## src/rtl/acog_seq.sv

```systemverilog
// Per-cog pipeline sequencer: steps FETCH/DECODE/EXEC/WBACK, holds EXEC for hub
// and WAIT-class stalls, and owns run/halt with a restart pulse to write-back.
module acog_seq #(
   parameter bit BOOT_RUN = 1'b1,
   parameter int STALL_W  = 16
) (
   input  logic               clk_in,
   input  logic               resetn_in,
   input  logic               cog_start_in,
   input  logic               cog_stop_in,
   input  logic               execute_in,
   input  logic               is_hub_op_in,
   input  logic               is_wait_in,
   input  logic               hub_ack_in,
   input  logic               wait_done_in,
   output logic [1:0]         state_o,
   output logic               running_o,
   output logic               hub_req_o,
   output logic               stall_o,
   output logic               restart_o,
   output logic [STALL_W-1:0] stall_cnt_o
);

   localparam logic [1:0] ST_FETCH   = 2'd0;
   localparam logic [1:0] ST_DECODE  = 2'd1;
   localparam logic [1:0] ST_EXECUTE = 2'd2;
   localparam logic [1:0] ST_WBACK   = 2'd3;
   localparam logic [STALL_W-1:0] CNT_ONE = {{(STALL_W-1){1'b0}}, 1'b1};

   typedef enum logic [2:0] {S_HALT, S_FETCH, S_DECODE, S_EXEC, S_WBACK} seq_st_t;

   seq_st_t st;
   logic    stop_pend;
   logic    hub_op, wait_op, stall;

   // Hub wins over WAIT when both flags are set; a cancelled instruction never stalls.
   always_comb begin
      hub_op  = (st == S_EXEC) && execute_in && is_hub_op_in;
      wait_op = (st == S_EXEC) && execute_in && !is_hub_op_in && is_wait_in;
      stall   = (hub_op && !hub_ack_in) || (wait_op && !wait_done_in);
   end

   assign hub_req_o = hub_op;
   assign stall_o   = stall;

   always_ff @(posedge clk_in or negedge resetn_in) begin
      if (!resetn_in) begin
         st          <= BOOT_RUN ? S_FETCH : S_HALT;
         state_o     <= ST_FETCH;
         running_o   <= BOOT_RUN;
         restart_o   <= 1'b0;
         stall_cnt_o <= '0;
         stop_pend   <= 1'b0;
      end else begin
         restart_o <= 1'b0;
         if (stall && (stall_cnt_o != '1))
            stall_cnt_o <= stall_cnt_o + CNT_ONE;
         if (running_o && cog_stop_in)
            stop_pend <= 1'b1;

         case (st)
            S_HALT: begin
               // Stop wins over a simultaneous start.
               if (cog_start_in && !cog_stop_in) begin
                  st          <= S_FETCH;
                  state_o     <= ST_FETCH;
                  running_o   <= 1'b1;
                  restart_o   <= 1'b1;
                  stall_cnt_o <= '0;
               end
            end
            S_FETCH: begin
               st      <= S_DECODE;
               state_o <= ST_DECODE;
            end
            S_DECODE: begin
               st      <= S_EXEC;
               state_o <= ST_EXECUTE;
            end
            S_EXEC: begin
               if (!stall) begin
                  st      <= S_WBACK;
                  state_o <= ST_WBACK;
               end
            end
            S_WBACK: begin
               // Stops only take effect on an instruction boundary.
               if (stop_pend || cog_stop_in) begin
                  st        <= S_HALT;
                  state_o   <= ST_FETCH;
                  running_o <= 1'b0;
                  stop_pend <= 1'b0;
               end else begin
                  st      <= S_FETCH;
                  state_o <= ST_FETCH;
               end
            end
            default: begin
               st        <= S_HALT;
               state_o   <= ST_FETCH;
               running_o <= 1'b0;
            end
         endcase
      end
   end

endmodule

```

## config.mk

```make
export PLATFORM = sky130hd
export DESIGN_NAME = acog_seq
export DESIGN_NICKNAME = d
export VERILOG_FILES = /design/src/rtl/acog_seq.sv
export SDC_FILE = /design/constraint.sdc
export NUM_CORES = 1
export LEC_CHECK = 0
export BUFFER_PORTS_ARGS = -buffer_cell sky130_fd_sc_hd__buf_2
export CAP_MARGIN = 20
export CORE_ASPECT_RATIO = 0.6
export CORE_MARGIN = 1
export CORE_UTILIZATION = 56
export DETAILED_ROUTE_END_ITERATION = 8
export PLACE_DENSITY = 0.88
export SLEW_MARGIN = 0
export SYNTH_ARGS = -nofsm -noshare
export SYNTH_HDL_FRONTEND = slang
export SYNTH_SLANG_ARGS = --single-unit
```

## constraint.sdc

```tcl
create_clock -name clk_in -period 3 [get_ports clk_in]
set_clock_uncertainty 0.15 [all_clocks]
set_input_delay 0.15 -clock clk_in [delete_from_list [all_inputs] [get_ports clk_in]]
set_output_delay 0.15 -clock clk_in [all_outputs]
set_load 0.01 [all_outputs]
```

==> metrics.cfg <==
[logic_synthesis]
async_flop_share = 1.00
synth.avg_cell_area_um2 = 9.56
synthFlopType = dfrtp_1
yosysUniqueCellTypes = 42
syn_nets = 149
synth_area_leaders = dfrtp_1 (41%), or4_1 (5.6%), a21oi_1 (5.3%), dfstp_2 (4.0%), o31ai_1 (4.0%)
synth_edf_count = 0
syn_inst = 139
ys_ff_latch = 24
synth.top_cell.area_share = 0.414
syn-cell-area_um2 = 1330
ys_seq_area_frac = 0.454
yosysWarnings = 0
yosys.area.top_type = dfrtp_1

[worst_setup_path]
cp_slowest_cell = dfrtp_1
cp_data_arrival_time_ns = 2.02
cp_num_cells = 4
start_kind = register
worstRegToRegCells = 4
end_kind = output port
crit_fanout = 15
critPathBufInv = 2
crit_chain = and4b_1 > o21ai_1 > inv_2 > buf_2
cp.required_ns = 2.70
slowest_delay_ns = 0.51
critPathTopFamily = flip-flops
criticalPathCategory = register to output port

[sta]
period_needed_ns = 2.32
finalSetupTns_ns = 0
period_share = 0.775
hold_ws_ns = 0.0237
slew_violations = 0
slew_headroom = 0.396
rsz0062_at_grt = no
setup_viol = 0
max_freq_mhz = 430
worst_slew_pin_slew_ns = 0.901
hold_viol = 0

[grt]
grtUsageTotal = 0.286
grt_pass1_vias = 1121
grt_first_pass_wirelength_mm = 5.22
grt_overflow_total = 0
antenna_found_initial = 0
grt_max_degree = 25

[clocking]
insertion_delay_ns = 0.27
ctsResizeCount = 0
ctsHoldBuffers = 1
cts_buffers = 3
post_cts.repair.setup_buffers = 0
cts_max_level = 1
root_buffer = clkbuf_8
clk_pin_slew_worst_paths_ns = 0.09
clock-sinks = 24
cts.path.max_buffers = 2
cts_tree = yes

[power_and_ir_drop]
vdd_ir_drop_max_mv = 0.416
power.leakage_nw = 0.738
powerDensity_nw_per_um2 = 627

[final_layout]
area_growth_pct = 19.0
layout-drive-gt1-share = 0.243
nets = 180
diodes = 0

[placed_design]
hpwl_mm = 2.41
place.gp.congestion = 0.887
portBuffers = 30

[floorplanning]
die_h_um = 39.7
die_w_um = 64.9
ios = 31
core-area_um2 = 2200
start_util = 0.605
die_area_um2 = 2580
rows = 13

[drt]
wl_met2_mm = 1.57
drc = 0
top_layer = met4
vias = 1305
drt-initial-drc-count = 133
avgViaCountPerCell = 6.56
wl_per_cell_um = 17.0
firstDrtPassIters = 4
met1Wirelength_mm = 1.50
routed_wl_mm = 3.38
ant_nets = 0
dr_wl_met3_um = 268

[min_path]
worstHoldPathCells = 3
hp-class = primary input to register

[outcome]
status = complete, no violations

[run]
cap_violations = 0

==> worst register-to-register path, stage by stage (launching register included) <==
cell	delay, ns
dfstp_2	0.62
and4b_1	0.25
o21ai_1	0.32
or4_1	0.61
a21oi_1	0.16
==> routing by layer <==
layer,vias to the layer above,track usage
met1,643,0.369
met4,0,0.0889
li1,591,-
met2,62,0.479
met5,-,0
met3,9,0.0727
==> flip-flops by register name (all words and copies together), names as in the netlist <==
signal / cells
restart_o: 1
stop_pend: 1
running_o: 1
st: 3
state_o: 2
stall_cnt_o: 16
==> cells by family after synthesis <==
group | synth area share
and+or+nand+nor | 0.282
buffers and inverters | 0.0405
DFF | 0.454
adders and majority gates | 0.00941
muxes | 0.0301
xor gates and xnor gates | 0.00659
AOI/OAI and AO/OA | 0.177
==> final cells by class <==
cell class              instances  area (µm²)
multi-input cells             101         672
fillers                       182         614
flip-flops and latches         24         603
repair buffers                 32         168
clock buffers                   3        41.3
well taps                      30        37.5
clock inverters                 1        30.0
inverters                       8        30.0
==> cells in the final DEF, fill, tap and decap left out, drive strengths merged, types with 2 or more instances in the layout <==
master,instances
buf,31
a32oi,2
or4,10
mux2i,4
nor3b,2
clkbuf,3
nand2,9
nand3,8
a21oi,14
nor4,4
dfstp,2
nor2,5
o31ai,7
dfrtp,22
inv,8
o21ai,7
nand2b,4
nand4,5
nand4b,2
a211o,2
==> power breakdown <==
part           total, mW  switching, mW  internal (mW)  leakage, nW
Combinational      0.229          0.131         0.0977        0.385
Clock              0.285          0.106          0.179       0.0357
Sequential         0.478         0.0839          0.395        0.317
==> through the flow <==
stage                     cells  worst slack [ns]  utilization  instance area [µm²]  total power [mW]
after floorplan             139              1.03            -                 1330             0.620
after global placement      194             0.942        0.683                 1500             0.694
after detailed placement    194             0.839        0.683                 1500             0.711
after CTS                   199             0.697        0.720                 1580             0.999
after global routing        199             0.530        0.720                 1580              1.04
final                       199             0.675        0.720                 1580             0.992
==> cells in the mapped netlist (all sizes together), types with 4 or more instances <==
library cell	instances
o21ai	7
nand2	9
a21oi	14
dfrtp	22
nor4	4
mux2i	4
clkbuf	4
o31ai	7
inv	8
nand3	8
or4	10
nor2	5
nand2b	4
nand4	5
==> path summary, 6_finish.rpt <==
check	slack (ns)	start	endpoint
setup / recovery	0.68	st[2]$_DFFE_PN0P_	stall_o
hold / removal	0.02	cog_stop_in	running_o$_DFFE_PN1P_
setup reg to reg	0.81	st[0]$_DFFE_PN1P_	stall_cnt_o[13]$_DFF_PN0_
hold reg to reg	0.38	running_o$_DFFE_PN1P_	running_o$_DFFE_PN1P_
max in group asynchronous	2.10	resetn_in	st[0]$_DFFE_PN1P_
min in group asynchronous	0.23	resetn_in	stall_cnt_o[12]$_DFF_PN0_
No activity file was read; power rests on OpenSTA's default activity.
